--- src/rtl/adsr_envelope_gen2.sv ---
// adsr_envelope_gen2: parametrised ADSR envelope generator with legato/hard retrigger and end-of-cycle pulse.
// Define ADSR_EXP_CURVE_EN for exponential decay/release steps (attack always stays linear).
module adsr_envelope_gen2 #(
    parameter int ENV_W          = 12,
    parameter int RATE_W         = 8,
    parameter int PRESCALE_SHIFT = 8,
    parameter int EXP_SHIFT      = 4
) (
    input  logic              clk,
    input  logic              rst_n,
    input  logic              gate,
    input  logic              trig,
    input  logic              retrig_mode,
    input  logic [RATE_W-1:0] attack_rate,
    input  logic [RATE_W-1:0] decay_rate,
    input  logic [7:0]        sustain_level,
    input  logic [RATE_W-1:0] release_rate,
    output logic [ENV_W-1:0]  env_out,
    output logic [7:0]        env_out8,
    output logic [2:0]        state_out,
    output logic              busy,
    output logic              eoc
);
    localparam int CNT_W = RATE_W + PRESCALE_SHIFT;
    localparam logic [ENV_W:0]   MAX_EXT = {1'b0, {ENV_W{1'b1}}};
    localparam logic [ENV_W:0]   ONE_EXT = {{ENV_W{1'b0}}, 1'b1};
    localparam logic [ENV_W-1:0] ENV_ONE = {{(ENV_W-1){1'b0}}, 1'b1};
    localparam logic [ENV_W-1:0] ENV_ZERO = {ENV_W{1'b0}};
    localparam logic [CNT_W-1:0] CNT_ONE = {{(CNT_W-1){1'b0}}, 1'b1};

    typedef enum logic [2:0] {
        ST_IDLE    = 3'd0,
        ST_ATTACK  = 3'd1,
        ST_DECAY   = 3'd2,
        ST_SUSTAIN = 3'd3,
        ST_RELEASE = 3'd4
    } state_t;

    state_t            state_r;
    state_t            state_nxt_s;
    logic [ENV_W-1:0]  env_r;
    logic [ENV_W-1:0]  env_nxt_s;
    logic [ENV_W-1:0]  sus_full_s;
    logic [CNT_W-1:0]  cnt_r;
    logic [CNT_W-1:0]  cnt_reload_s;
    logic              gate_prev_r;
    logic              gate_rise_s;
    logic              tick_s;
    logic              eoc_nxt_s;
    logic [RATE_W-1:0] rate_cur_s;
    logic [RATE_W-1:0] rate_nxt_s;
    logic [ENV_W:0]    env_ext_s;
    logic [ENV_W:0]    sus_ext_s;
    logic [ENV_W:0]    dec_step_s;
    logic [ENV_W:0]    rel_step_s;
    logic              att_done_s;
    logic              dec_done_s;
    logic              rel_done_s;

    // Curve step: span shifted down by EXP_SHIFT, never less than one LSB.
    function automatic logic [ENV_W:0] curve_step(input logic [ENV_W:0] span);
        logic [ENV_W:0] s;
        s = span >> EXP_SHIFT;
        if (s == {(ENV_W+1){1'b0}}) begin
            s = ONE_EXT;
        end else begin
            s = span >> EXP_SHIFT;
        end
        return s;
    endfunction

    // Prescaler rate belonging to a state; IDLE and SUSTAIN never step on a tick.
    function automatic logic [RATE_W-1:0] rate_of(input state_t st, input logic [RATE_W-1:0] a,
                                                  input logic [RATE_W-1:0] d, input logic [RATE_W-1:0] r);
        logic [RATE_W-1:0] v;
        case (st)
            ST_ATTACK:  v = a;
            ST_DECAY:   v = d;
            ST_RELEASE: v = r;
            default:    v = {RATE_W{1'b0}};
        endcase
        return v;
    endfunction

    generate
        if (ENV_W > 8) begin : g_sus_wide
            assign sus_full_s = {sustain_level, sustain_level[7 -: ENV_W-8]};
        end else begin : g_sus_narrow
            assign sus_full_s = sustain_level;
        end
    endgenerate

    assign gate_rise_s = gate & ~gate_prev_r;
    assign env_out     = env_r;
    assign env_out8    = env_r[ENV_W-1 -: 8];
    assign state_out   = state_r;

    // Step sizes and end-of-phase compares, all one bit wider than the envelope so nothing wraps.
    always_comb begin
        env_ext_s = {1'b0, env_r};
        sus_ext_s = {1'b0, sus_full_s};
`ifdef ADSR_EXP_CURVE_EN
        if (env_ext_s > sus_ext_s) begin
            dec_step_s = curve_step(env_ext_s - sus_ext_s);
        end else begin
            dec_step_s = ONE_EXT;
        end
        rel_step_s = curve_step(env_ext_s);
`else
        dec_step_s = ONE_EXT;
        rel_step_s = ONE_EXT;
`endif
        att_done_s = (env_ext_s + ONE_EXT) >= MAX_EXT;
        dec_done_s = env_ext_s <= (sus_ext_s + dec_step_s);
        rel_done_s = env_ext_s <= rel_step_s;
    end

    // Tick generation; the reload uses the rate of the state in force after this edge.
    always_comb begin
        rate_cur_s   = rate_of(state_r, attack_rate, decay_rate, release_rate);
        rate_nxt_s   = rate_of(state_nxt_s, attack_rate, decay_rate, release_rate);
        tick_s       = (cnt_r == {CNT_W{1'b0}}) || (rate_cur_s == {RATE_W{1'b0}});
        cnt_reload_s = (CNT_W'(rate_nxt_s) << PRESCALE_SHIFT) - CNT_ONE;
    end

    // Next state and envelope: gate low beats retrigger, retrigger beats tick.
    always_comb begin
        state_nxt_s = state_r;
        env_nxt_s   = env_r;
        eoc_nxt_s   = 1'b0;
        if (!gate) begin
            case (state_r)
                ST_IDLE: env_nxt_s = ENV_ZERO;
                ST_ATTACK, ST_DECAY, ST_SUSTAIN: state_nxt_s = ST_RELEASE;
                ST_RELEASE: begin
                    if (tick_s && rel_done_s) begin
                        state_nxt_s = ST_IDLE;
                        env_nxt_s   = ENV_ZERO;
                        eoc_nxt_s   = 1'b1;
                    end else if (tick_s) begin
                        env_nxt_s = env_r - rel_step_s[ENV_W-1:0];
                    end else begin
                        env_nxt_s = env_r;
                    end
                end
                default: begin
                    state_nxt_s = ST_IDLE;
                    env_nxt_s   = ENV_ZERO;
                end
            endcase
        end else if (gate_rise_s || trig || (state_r == ST_IDLE)) begin
            state_nxt_s = ST_ATTACK;
            if (retrig_mode || (state_r == ST_IDLE)) begin
                env_nxt_s = ENV_ZERO;
            end else begin
                env_nxt_s = env_r;
            end
        end else begin
            case (state_r)
                ST_ATTACK: begin
                    if (tick_s && att_done_s) begin
                        state_nxt_s = ST_DECAY;
                        env_nxt_s   = MAX_EXT[ENV_W-1:0];
                    end else if (tick_s) begin
                        env_nxt_s = env_r + ENV_ONE;
                    end else begin
                        env_nxt_s = env_r;
                    end
                end
                ST_DECAY: begin
                    if (tick_s && dec_done_s) begin
                        state_nxt_s = ST_SUSTAIN;
                        env_nxt_s   = sus_full_s;
                    end else if (tick_s) begin
                        env_nxt_s = env_r - dec_step_s[ENV_W-1:0];
                    end else begin
                        env_nxt_s = env_r;
                    end
                end
                ST_SUSTAIN: env_nxt_s = sus_full_s;
                ST_RELEASE: begin
                    if (tick_s && rel_done_s) begin
                        state_nxt_s = ST_IDLE;
                        env_nxt_s   = ENV_ZERO;
                        eoc_nxt_s   = 1'b1;
                    end else if (tick_s) begin
                        env_nxt_s = env_r - rel_step_s[ENV_W-1:0];
                    end else begin
                        env_nxt_s = env_r;
                    end
                end
                default: begin
                    state_nxt_s = ST_IDLE;
                    env_nxt_s   = ENV_ZERO;
                end
            endcase
        end
    end

    // Envelope FSM registers, registered status outputs and the tick prescaler.
    always_ff @(posedge clk or negedge rst_n) begin
        if (!rst_n) begin
            state_r     <= ST_IDLE;
            env_r       <= ENV_ZERO;
            eoc         <= 1'b0;
            busy        <= 1'b0;
            gate_prev_r <= 1'b0;
            cnt_r       <= {CNT_W{1'b0}};
        end else begin
            state_r     <= state_nxt_s;
            env_r       <= env_nxt_s;
            eoc         <= eoc_nxt_s;
            busy        <= (state_nxt_s != ST_IDLE);
            gate_prev_r <= gate;
            if ((state_nxt_s != state_r) || tick_s) begin
                cnt_r <= cnt_reload_s;
            end else begin
                cnt_r <= cnt_r - CNT_ONE;
            end
        end
    end
endmodule

--- config.mk ---
export PLATFORM = sky130hd
export DESIGN_NAME = adsr_envelope_gen2
export DESIGN_NICKNAME = d
export VERILOG_FILES = /design/src/rtl/adsr_envelope_gen2.sv
export SDC_FILE = /design/constraint.sdc
export NUM_CORES = 1
export LEC_CHECK = 0
export BUFFER_PORTS_ARGS = -buffer_cell sky130_fd_sc_hd__buf_2
export CAP_MARGIN = 20
export CORE_AREA = 10 10 107 109
export CTS_CLUSTER_SIZE = 10
export DETAILED_ROUTE_END_ITERATION = 6
export DIE_AREA = 0 0 117 119
export PLACE_DENSITY = 0.58
export SYNTH_ARGS = -nofsm -noshare
export SYNTH_HDL_FRONTEND = slang
export SYNTH_SLANG_ARGS = --single-unit
--- constraint.sdc ---
create_clock -name clk -period 3.6 [get_ports clk]
set_input_delay 0.54 -clock clk [delete_from_list [all_inputs] [get_ports clk]]
set_output_delay 0.54 -clock clk [all_outputs]
set_load 0.005 [all_outputs]
### After elaboration in Yosys (flattened, before gate mapping)

Cells that the tools add are included.
Widths: inputs -> output; s select.

| word-level totals | value |
|---|---|
| bits in registers | 34 |
| input bits | 37 |
| output and inout port bits | 25 |

| operators by class | value |
|---|---|
| $add $sub $neg | 6 |
| $lt $le $gt $ge | 3 |
| equality and inequality tests | 11 |
| mux-type cells | 24 |
| bitwise gates (word level) | 2 |
| reduce and logical (&&, ||, !) cells | 14 |

Operators with widths:

| cell | count |
|---|---|
| $mux 12 | 8 |
| $pmux 12 s4 | 1 |
| $pmux 8 s3 | 2 |
| $sub 16x1->16 const B | 2 |
| $add 12x1->13 const B | 2 |
| $pmux 12 s2 | 1 |
| $logic_not 16->1 | 1 |
| $mux 16 | 1 |
| $mux 3 | 5 |
| $ge 13x12->1 const B | 1 |
| $le 12x13->1 | 1 |
| $add 12x1->12 const B | 1 |
| $le 12x1->1 const B | 1 |
| $pmux 3 s4 | 1 |
| $sub 12x1->12 const B | 1 |
| $eq 3x2->1 const B | 3 |
| $pmux 3 s3 | 1 |
| $logic_not 8->1 | 1 |
| $eq 3x1->1 const B | 2 |
| $eq 3x3->1 const B | 2 |
| $logic_or 1x1->1 | 5 |
| $ne 5x5->1 const B | 1 |
| $mux 1 | 4 |
| $logic_and 1x1->1 | 3 |
| other kinds (9) | 9 |

### Depth between registers and ports, before layout

Gate-level depths: netlist (run 1).

| depth | value |
|---|---|
| depth in word-level cells | 13 |
| depth in mapped cells | 20 |
| depth with buffers taken out | 18 |

### Worst setup path before layout (run 1)

OpenSTA, ideal clock, no wires.

| timing | value |
|---|---|
| kind | input to register |
| start point | input port sustain_level[6] |
| end point | register cnt_r[15] |
| data arrival time | 4241 ps |
| slack | -735 ps |
| stages | 17 |
| cells stage by stage | clkbuf_1 -> nand3_1 -> nor2_1 -> and3_1 -> xnor2_1 -> ha_1 -> a21oi_1 -> a21oi_1 -> a2111oi_0 -> a221o_1 -> o221ai_1 -> a31oi_4 -> buf_6 -> mux2_4 -> or4_4 -> o31a_1 -> a221oi_2 |

| between the ends | value |
|---|---|
| cells in the longest elaborated chain, start to end | 11 |

RTL lines:

| item | RTL line | text |
|---|---|---|
| start: declaration | 16 | `input logic [7:0] sustain_level,` |
| $add 12x1->13 (*) | 114 | `dec_done_s = env_ext_s <= (sus_ext_s + dec_step_s);` |
| $le 12x13->1 (*) | 114 |  |
| $logic_and 1x1->1 (*) | 171 | `if (tick_s && dec_done_s) begin` |
| $mux 3 (*) | 171 |  |
| $pmux 3 s4 (*) | 159 | `case (state_r)` |
| $mux 3 (*) | 151 | `end else if (gate_rise_s \|\| trig \|\| (state_r == ST_IDLE)) begin` |
| $mux 3 (*) | 131 | `if (!gate) begin` |
| via state_nxt_s[0] | 40 | `state_t state_nxt_s;` |
| $eq 3x3->1 (tied with other cells) | 76 | `case (st)` |
| $pmux 8 s3 | 76 |  |
| $sub 16x1->16 | 123 | `cnt_reload_s = (CNT_W'(rate_nxt_s) << PRESCALE_SHIFT) - CNT_ONE;` |
| $mux 16 (*) | 215 | `if ((state_nxt_s != state_r) \|\| tick_s) begin` |
| end signal: assignment | 208 | `cnt_r <= {CNT_W{1'b0}};` |
| end signal: assignment | 216 | `cnt_r <= cnt_reload_s;` |
| end signal: assignment | 218 | `cnt_r <= cnt_r - CNT_ONE;` |
| end: declaration | 44 | `logic [CNT_W-1:0] cnt_r;` |

Mark *: on every way through the listed nets, which the timed path passes. The rest lies on a longest branch.
A chain may end at the register's enable or synchronous reset.

### Final worst setup path (run 1)

| timing | value |
|---|---|
| start point | input port sustain_level[5] |
| end point | register cnt_r[15] |

| between the ends | value |
|---|---|
| cells in the longest elaborated chain, start to end | 11 |

RTL lines:

| item | RTL line |
|---|---|
| $add 12x1->13 (*) | 114 |
| $le 12x13->1 (*) | 114 |
| $logic_and 1x1->1 (*) | 171 |
| $mux 3 (*) | 171 |
| $pmux 3 s4 (*) | 159 |
| $mux 3 (*) | 151 |
| $mux 3 (*) | 131 |
| $eq 3x3->1 (tied with other cells) | 76 |
| $pmux 8 s3 | 76 |
| $sub 16x1->16 | 123 |
| $mux 16 (*) | 215 |

Mark *: on every way between the ends. The rest lies on a longest branch, timed or not.

==> reports/metrics.csv, run 1 <==
metric,value,unit
slew_headroom,0.440,
core,0.00946,mm2
violations,setup timing,
synth_cells,468,
comb_power_share,0.525,
top_usage_layer,met2,
cts_root_buffer,clkbuf_8,
vias,4153,
ant_nets,0,
multiInputGateArea,0.00290,mm2
p_clk_frac,0.222,
startpoint_type,primary input,
end_kind,register,
clk_latency,0.30,ns
period_needed,3.79,ns
use_met2,0.299,
drv_cap,0,
dpl.hpwl,9920,um
post-place-ws,-0.540,ns
antenna_found_initial,0,
die_h,119,um
yosys_warnings,0,
synth-seq-area-share,0.233,
cts_tree,yes,
synthDominantCellAreaShare,0.233,
hold_class,in -> async,
vias_per_cell,5.80,
layout_setup_ws,-0.187,ns
p_sw,0.000805,W
p_int,0.00124,W
yosys-top-cells-area,"dfrtp_1, ha_1, xnor2_1, nand2_1, nor2_1",
clockBufferDepth,2,
rows,36,
postSynth.asyncResetShare,1.00,
pin_count,62,
antenna_cells,0,
dr.pass1.iters,6,
crit_fanout,4,
synthDistinctLibCells,77,
routed_wl,12800,um
cts.sinks,34,
arrival,3.99,ns
overflow,0,
synth_top_flop_cell,dfrtp_1,
avgSynthCellArea,7.80,um2
drive_above_1_share,0.382,
worst_pin_slew,0.841,ns
post_dp_cell_area,0.00465,mm2
synth-edff-count,0,
drc,0,
portBuffers,61,
fin_crit_sh,1.05,
syn_to_final_growth,41.7,%
status,finished with violations,
cp_cell_sequence,buf_8 -> ha_4 -> nand2_4 -> nor2_4 -> buf_4 -> xnor2_1 -> ha_1 -> nand4_1 -> nor2_2 -> a2111oi_4 -> a221o_1 -> o221ai_4 -> a31oi_4 -> mux2_4 -> or4_4 -> o31a_1 -> a221oi_2,
ys_seq_elements,34,
design_area,0.00517,mm2
cpPeakStageDelay,0.42,ns
power_density,395,mW/mm2
grt_setup_unrepaired,true,
cts_buffers,5,
register_area,852,um2
grt_max_degree,35,
met3_usage,0.0326,
max_freq,0.264,GHz
start_util,0.386,
syn_area,0.00365,mm2
hold_viol_final,0,
dieArea,0.0139,mm2
grt_pass1_wl,20700,um
grt_pass1_vias,4220,
crit_required,3.80,ns
cts_htree_levels,2,
grt_usage,0.181,
p_leak,2.24,nW
pwr-share-seq,0.253,
swShare,0.394,
synth_nets,524,
drv_slew,0,
synth_top_cell_by_area,dfrtp_1,
drt_first_iter_violations,348,
clock_skew,0.00429,ns
fillers,906,
clk_pin_slew_worst_paths,0.09,ns
finalSetupViolations,6,
routabilityCongestion,0.980,
slowest_stage,or4_4,
fp.dieW,117,um
ctsHoldBuffers,0,
critical_path_class,in -> reg,
routedWlPerCell,17.8,um
use_met1,0.231,
final_nets,657,
irDropWorstVdd,0.227,mV
[metrics by stage]
step / cells / TNS (ns) / utilization / hold slack (ns) / total power [W]
2_1_floorplan: 468 / -0.604 / - / 0.244 / 0.00111
3_3_place_gp: 698 / -2.33 / 0.492 / 0.473 / 0.00143
3_5_place_dp: 698 / -3.06 / 0.492 / 0.480 / 0.00145
4_1_cts: 713 / -0.399 / 0.526 / 0.370 / 0.00198
5_1_grt: 716 / -1.31 / 0.547 / 0.398 / 0.00217
6_report: 716 / -0.479 / 0.547 / 0.337 / 0.00204
[power groups by stage]
stage	combinational, W	sequential, W	clock, W
global route	0.00118	0.000525	0.000471
floorplan	0.000595	0.000513	0
detailed placement	0.000933	0.000521	0
CTS	0.00101	0.000514	0.000455
global placement	0.000916	0.000518	0
finish	0.00107	0.000517	0.000453
[flip-flops by register name, indices dropped and copies added, names as in the netlist]
register	count
env_out	12
busy	1
gate_prev_r	1
eoc	1
state_out	3
cnt_r	16
[path summary, 6_finish.rpt]
check / startpoint / to / slack [ns] / depth (start not counted)
min reg2reg: cnt_r[0] / cnt_r[0] / 0.49 / 1
max in group asynchronous: rst_n / env_out[7] / 2.69 / 1
max: sustain_level[5] / cnt_r[15] / -0.19 / 17
min: rst_n / cnt_r[3] / 0.34 / 1
min in group clk: gate / gate_prev_r / 0.48 / 1
max reg2reg: env_out[0] / cnt_r[15] / 0.01 / 12
[per-layer routing]
layer	share of wire	up-vias
met4	0.018	0
met2	0.48	165
met3	0.064	22
li1	-	1991
met1	0.44	1975
met5	0	-
[Yosys cell counts, types with 5 or more instances]
library cell,instances
a211oi_1,5
and3_1,5
xnor2_1,24
a31oi_1,7
nor4_1,10
clkbuf_1,9
buf_4,11
mux2i_1,5
a22oi_1,9
nand2_1,51
dfrtp_1,34
nand4_1,6
nor2_1,49
nor3_1,18
inv_1,16
nand3_1,18
buf_2,6
xor2_1,12
a21oi_1,35
ha_1,19
o21ai_0,26
[placed cells by master, fill, tap and decap left out, types with 3 or more instances in the layout]
cell	Yosys	routed
o22ai_1	4	4
a21oi_1	35	33
a211oi_1	5	3
mux2i_1	5	3
ha_1	19	13
xor2_1	12	12
buf_2	6	57
a22oi_1	9	9
a21oi_2	2	4
o21ai_1	1	4
nor2_1	49	46
nor4_1	10	9
nor3_1	18	18
o31ai_1	4	4
xnor2_1	24	20
clkbuf_8	0	5
o21ai_0	26	23
nand4_1	6	6
a21o_1	3	3
nand3_1	18	15
and3_1	5	3
o211ai_1	3	3
nand2b_1	4	3
o21a_1	4	4
ha_4	0	6
a31oi_1	7	7
dfrtp_1	34	33
buf_6	3	10
inv_1	16	15
nand2_1	51	47
buf_4	11	86
a22o_1	4	4
or3_1	4	4
[timing repair]
| action | 4_1_cts | 5_1_grt |
|---|---|---|
| pin swaps | 16 | 17 |
| cloned | 0 | 0 |
| resized for setup | 32 | 29 |
| setup endpoints to repair | 6 | 7 |
| setup buffers | 7 | 3 |
[cell type report]
class                           instances  area share
Clock inverter                          3      0.0133
Clock buffer                            5      0.0133
Tap cell                              114      0.0276
Inverter                               17      0.0123
Multi-Input combinational cell        388       0.561
Timing Repair Buffer                  155       0.208
Sequential cell                        34       0.165
[cells by family (layout without fill, tap and decap cells)]
kind of cell,after synthesis,after routing,synth area share
compound gates,137,137,0.260
simple gates,186,186,0.257
mux,10,10,0.0309
fa+ha+maj,19,19,0.0652
flops,34,34,0.233
xor+xnor,36,36,0.0864
buf+inv,46,180,0.0669
[worst max-delay path, delay by kind of cell]
kind	cells	cell delay, ns
compound gates	6	1.59
simple gates	5	0.72
fa+ha+maj	2	0.47
mux	1	0.33
buf+inv	2	0.23
xor+xnor	1	0.12
(Power assumes the default switching activity.)
==> inputs of run 2 (changes only) <==
CORE_AREA = 10 10 91 93   (was 10 10 107 109)
DIE_AREA = 0 0 101 103   (was 0 0 117 119)
PLACE_DENSITY = 0.77   (was 0.58)
clock period = 3.69 ns   (was 3.6 ns; I/O delays follow)
==> run 2 against run 1 <==
Compared with the run above: the flow still finishes with violations (setup timing); first-iteration DRC count fell by 4.9%; clock-buffer cell count did not move; global-route usage rose by 6.5 points; final cell count fell by 4.2%; flip-flop and latch count did not move; clock skew rose by 0.0033 ns; total power fell by 1.8%; critical endpoint unchanged; highest routed layer unchanged.
==> reports/metrics.csv, run 2 (synthesized netlist as in run 1, its figures left out) <==
metric,value,unit
power_density,391,mW/mm2
routabilityCongestion,0.972,
overflow,0,
grt_usage,0.245,
antenna_cells,0,
clock_skew,0.00755,ns
grt_setup_unrepaired,true,
status,finished with violations,
violations,setup timing,
slew_headroom,0.241,
pwr-share-seq,0.251,
startpoint_type,primary input,
clk_latency,0.30,ns
mostFrequentLayoutCells,"buf_4, buf_2, nand2_1",
drv_slew,0,
cts_tree,yes,
total_power,0.00201,W
crit_required,3.89,ns
p_clk_frac,0.214,
drc,0,
layout_commonest_cell,buf_4,
vias_per_cell,6.30,
hold_viol_final,0,
cts_buffers,5,
reg2reg_setup_slack,-0.13,ns
crit_fanout,5,
vias,4323,
dpl.hpwl,9650,um
final_nets,661,
drive_above_1_share,0.389,
clockBufferDepth,2,
routedWlPerCell,19.6,um
grt_pass1_wl,20900,um
comb_power_share,0.535,
dieArea,0.0104,mm2
max_freq,0.261,GHz
p_leak,2.23,nW
largest_register_ffs,16,
ant_nets,0,
end_kind,register,
worst_pin_slew,1.13,ns
multiInputGateArea,0.00290,mm2
cts_root_buffer,clkbuf_8,
syn_to_final_growth,40.8,%
critical_path_class,in -> reg,
ctsHoldBuffers,0,
finalSetupViolations,6,
r2r_cells,15,
pin_count,62,
fillers,463,
regMostFlops,cnt_r,
hold_class,in -> async,
drv_cap,0,
r2r-end,cnt_r[15],
swShare,0.407,
cts.sinks,34,
dr.pass1.iters,7,
grt_max_degree,35,
start_util,0.555,
fp.dieW,101,um
r2r_start,env_out[0],
drt_first_iter_violations,331,
rows,30,
antenna_found_initial,0,
arrival,4.03,ns
cts_htree_levels,2,
die_h,103,um
layout_setup_ws,-0.138,ns
period_needed,3.83,ns
irDropWorstVdd,0.266,mV
fin_crit_sh,1.04,
grt_pass1_vias,4316,
clk_pin_slew_worst_paths,0.08,ns
portBuffers,61,
register_area,851,um2
p_sw,0.000817,W
fin_tns_setup,-0.654,ns
routed_wl,13400,um
p_int,0.00119,W
core,0.00657,mm2
==> run 2: layout make-up <==
class | count | area share
multi-input cells | 388 | 0.564
repair buffers | 159 | 0.212
flip-flops and latches | 34 | 0.166
well taps | 80 | 0.0195
clock buffers | 5 | 0.0134
clock inverters | 3 | 0.0134
inverters | 17 | 0.0124
==> run 2: worst max-delay path, cell delays in order <==
cell and delay [ns]:
buf_8 0.08, ha_4 0.14, nand2_4 0.05, nor2_4 0.11
and3_4 0.22, nand2b_4 0.14, ha_4 0.21, a21o_1 0.20
a2111oi_4 0.29, a221o_1 0.31, o221ai_4 0.15, a31oi_4 0.37
mux2_4 0.35, or4_4 0.43, o31a_1 0.26, a221oi_2 0.17
==> run 2: routing by layer <==
metal  global-route usage  wire length, um  up-vias
li1                     -                -     2013
met1                0.289             5360     2005
met2                0.423             6320      237
met3               0.0523             1110       68
met4                0.102              638        0
met5                    0                0        -
==> run 2: worst max path at each step <==
stage	from	end	slack (ns)	cells past startpoint
3_3_place_gp	sustain_level[4]	cnt_r[15]	-0.39	17
4_1_cts	sustain_level[5]	cnt_r[15]	-0.15	17
5_1_grt	env_out[0]	cnt_r[15]	-0.31	15
2_1_floorplan	sustain_level[6]	cnt_r[15]	-0.24	16
6_report	sustain_level[4]	cnt_r[15]	-0.14	16
3_5_place_dp	sustain_level[4]	cnt_r[15]	-0.53	17
==> run 2: timing repair <==
action / 4_1_cts / 5_1_grt
setup buffers: 7 / 6
endpoints found under the setup margin: 5 / 9
gates resized for setup: 30 / 29
pin swaps: 9 / 14
==> run 2: power by group through the flow <==
| stage | registers, W | logic (W) | clock network [W] |
|---|---|---|---|
| after global placement | 0.000501 | 0.000864 | 0 |
| after global routing | 0.000512 | 0.00116 | 0.000445 |
| after floorplan | 0.000500 | 0.000581 | 0 |
| after CTS | 0.000500 | 0.000967 | 0.000431 |
| after detailed placement | 0.000507 | 0.000888 | 0 |
| final | 0.000504 | 0.00107 | 0.000430 |
==> run 2: stage by stage <==
step | hold WS (ns) | setup WS, ns | utilization | cell area, um2 | instances
5_1_grt | 0.397 | -0.308 | 0.782 | 5140 | 686
3_5_place_dp | 0.474 | -0.528 | 0.704 | 4620 | 666
2_1_floorplan | 0.258 | -0.244 | - | 3770 | 468
6_report | 0.343 | -0.138 | 0.782 | 5140 | 686
3_3_place_gp | 0.464 | -0.388 | 0.704 | 4620 | 666
4_1_cts | 0.371 | -0.148 | 0.754 | 4960 | 681
==> inputs of run 3 (changes only) <==
GPL_TIMING_DRIVEN = 0   (was unset)
==> run 3 against run 2 <==
Compared with the run above: the run still ends with setup timing left; clock power is 0.9% lower; flip-flop and latch count is the same; final cell count down 7.0%; total power down 9.2%; non-clock buffer count fell by 48; sequential power about the same; maximum frequency down 2.1%; wire length shrank 12%; sequential share of layout area is 1.7 points higher; global-route usage decreased by 2.0 points; critical endpoint unchanged.
==> reports/metrics.csv, run 3 (synthesized netlist as in run 1, its figures left out) <==
metric,value,unit
status,finished with violations,
violations,setup timing,
cts_buffers,5,
r2r_cells,14,
finalSetupViolations,4,
reg2reg_setup_slack,-0.16,ns
routed_wl,11800,um
grt_pass1_wl,19200,um
drc,0,
max_freq,0.256,GHz
grt_usage,0.226,
mostFrequentLayoutCells,"buf_2, nand2_1, nor2_1",
crit_required,3.89,ns
total_power,0.00182,W
period_needed,3.91,ns
p_leak,1.95,nW
clock_skew,0.0105,ns
portBuffers,60,
instances_no_fill,638,
layout_commonest_cell,buf_2,
startpoint_type,primary input,
cts.sinks,34,
fin_crit_sh,1.06,
ant_nets,0,
syn_to_final_growth,28.2,%
grt_pass1_vias,4024,
worst_pin_slew,0.831,ns
die_h,103,um
irDropWorstVdd,0.271,mV
dieArea,0.0104,mm2
drt_first_iter_violations,388,
regMostFlops,cnt_r,
dp.cells,608,
cts_htree_levels,2,
antenna_found_initial,0,
clk_pin_slew_worst_paths,0.08,ns
cts_tree,yes,
cts_root_buffer,clkbuf_8,
clockBufferDepth,2,
grt_setup_unrepaired,true,
clk_latency,0.30,ns
grt_max_degree,35,
routedWlPerCell,18.5,um
core,0.00657,mm2
final_nets,613,
rows,30,
crit_fanout,4,
register_area,856,um2
pin_count,62,
worstSetupStartpoint,sustain_level[4],
slew_headroom,0.440,
antenna_cells,0,
vias_per_cell,6.28,
end_kind,register,
r2r_start,env_out[0],
power_density,390,mW/mm2
drive_above_1_share,0.314,
hold_viol_final,0,
fillers,505,
routabilityCongestion,0.970,
layout_setup_ws,-0.222,ns
fp.dieW,101,um
start_util,0.555,
overflow,0,
dr.pass1.iters,5,
critical_path_class,in -> reg,
drv_cap,0,
hold_class,in -> async,
vias,4009,
dpl.hpwl,8660,um
arrival,4.12,ns
multiInputGateArea,0.00281,mm2
drv_slew,0,
largest_register_ffs,16,
==> run 3: changes by cell type in the layout (fill, tap and decap cells not counted), sizes merged <==
cell    before  now
buf        159  101
clkbuf       5   15
==> run 3: area by class of cell <==
type,count,area share
Buffer,29,0.0444
Clock inverter,3,0.0147
Sequential cell,34,0.183
Clock buffer,5,0.0147
Multi-Input combinational cell,388,0.600
Tap cell,80,0.0214
Inverter,17,0.0136
Timing Repair Buffer,82,0.108
==> run 3: worst max-delay path: stages <==
cell and delay [ns]:
buf_12 0.09, ha_4 0.15, nand2_4 0.06, nor2_4 0.08, and3_4 0.22, nand2b_4 0.15, ha_4 0.20, a21o_1 0.18
a2111oi_4 0.36, a221o_2 0.28, o221ai_4 0.14, a31oi_4 0.26, buf_6 0.14, mux2_4 0.30, or4_4 0.48, o31a_1 0.30
a221oi_2 0.17
==> run 3: timing repair <==
| action | in CTS | in global routing |
|---|---|---|
| buffers inserted | 14 | 9 |
| hold buffers | 0 | 0 |
| endpoints found under the setup margin | 9 | 11 |
| resized for setup | 32 | 17 |
| pin swaps | 11 | 22 |
| cloned | 0 | 0 |
==> run 3: worst paths after layout <==
kind                                to
setup / recovery             cnt_r[15]
setup reg to reg             cnt_r[15]
hold / removal                     eoc
max in group asynchronous   env_out[8]
hold reg to reg               cnt_r[0]
min in group clk           gate_prev_r
==> run 3: routing by layer <==
layer | GRT usage | vias to the layer above | share of wire
li1 | - | 1905 | -
met1 | 0.278 | 1895 | 0.43
met2 | 0.381 | 177 | 0.47
met3 | 0.0436 | 32 | 0.071
met4 | 0.0847 | 0 | 0.024
met5 | 0 | - | 0
==> run 3: through the flow <==
stage / setup WS [ns] / setup TNS, ns / utilization / hold WS [ns] / area [um2]
after CTS: -0.165 / -0.269 / 0.692 / 0.358 / 4540
after global routing: -0.345 / -1.41 / 0.712 / 0.381 / 4680
after floorplan: -0.244 / -0.309 / - / 0.258 / 3770
after detailed placement: -0.874 / -6.06 / 0.636 / 0.490 / 4180
final: -0.222 / -0.325 / 0.712 / 0.320 / 4680
after global placement: -0.796 / -4.75 / 0.636 / 0.477 / 4180
==> run 3: power by group <==
group	leakage [nW]	switching, W	internal [W]	total [W]
clock	0.0683	0.000155	0.000271	0.000426
sequential	0.401	0.0000659	0.000437	0.000503
combinational	1.48	0.000511	0.000382	0.000893
total	1.95	0.000732	0.00109	0.00182
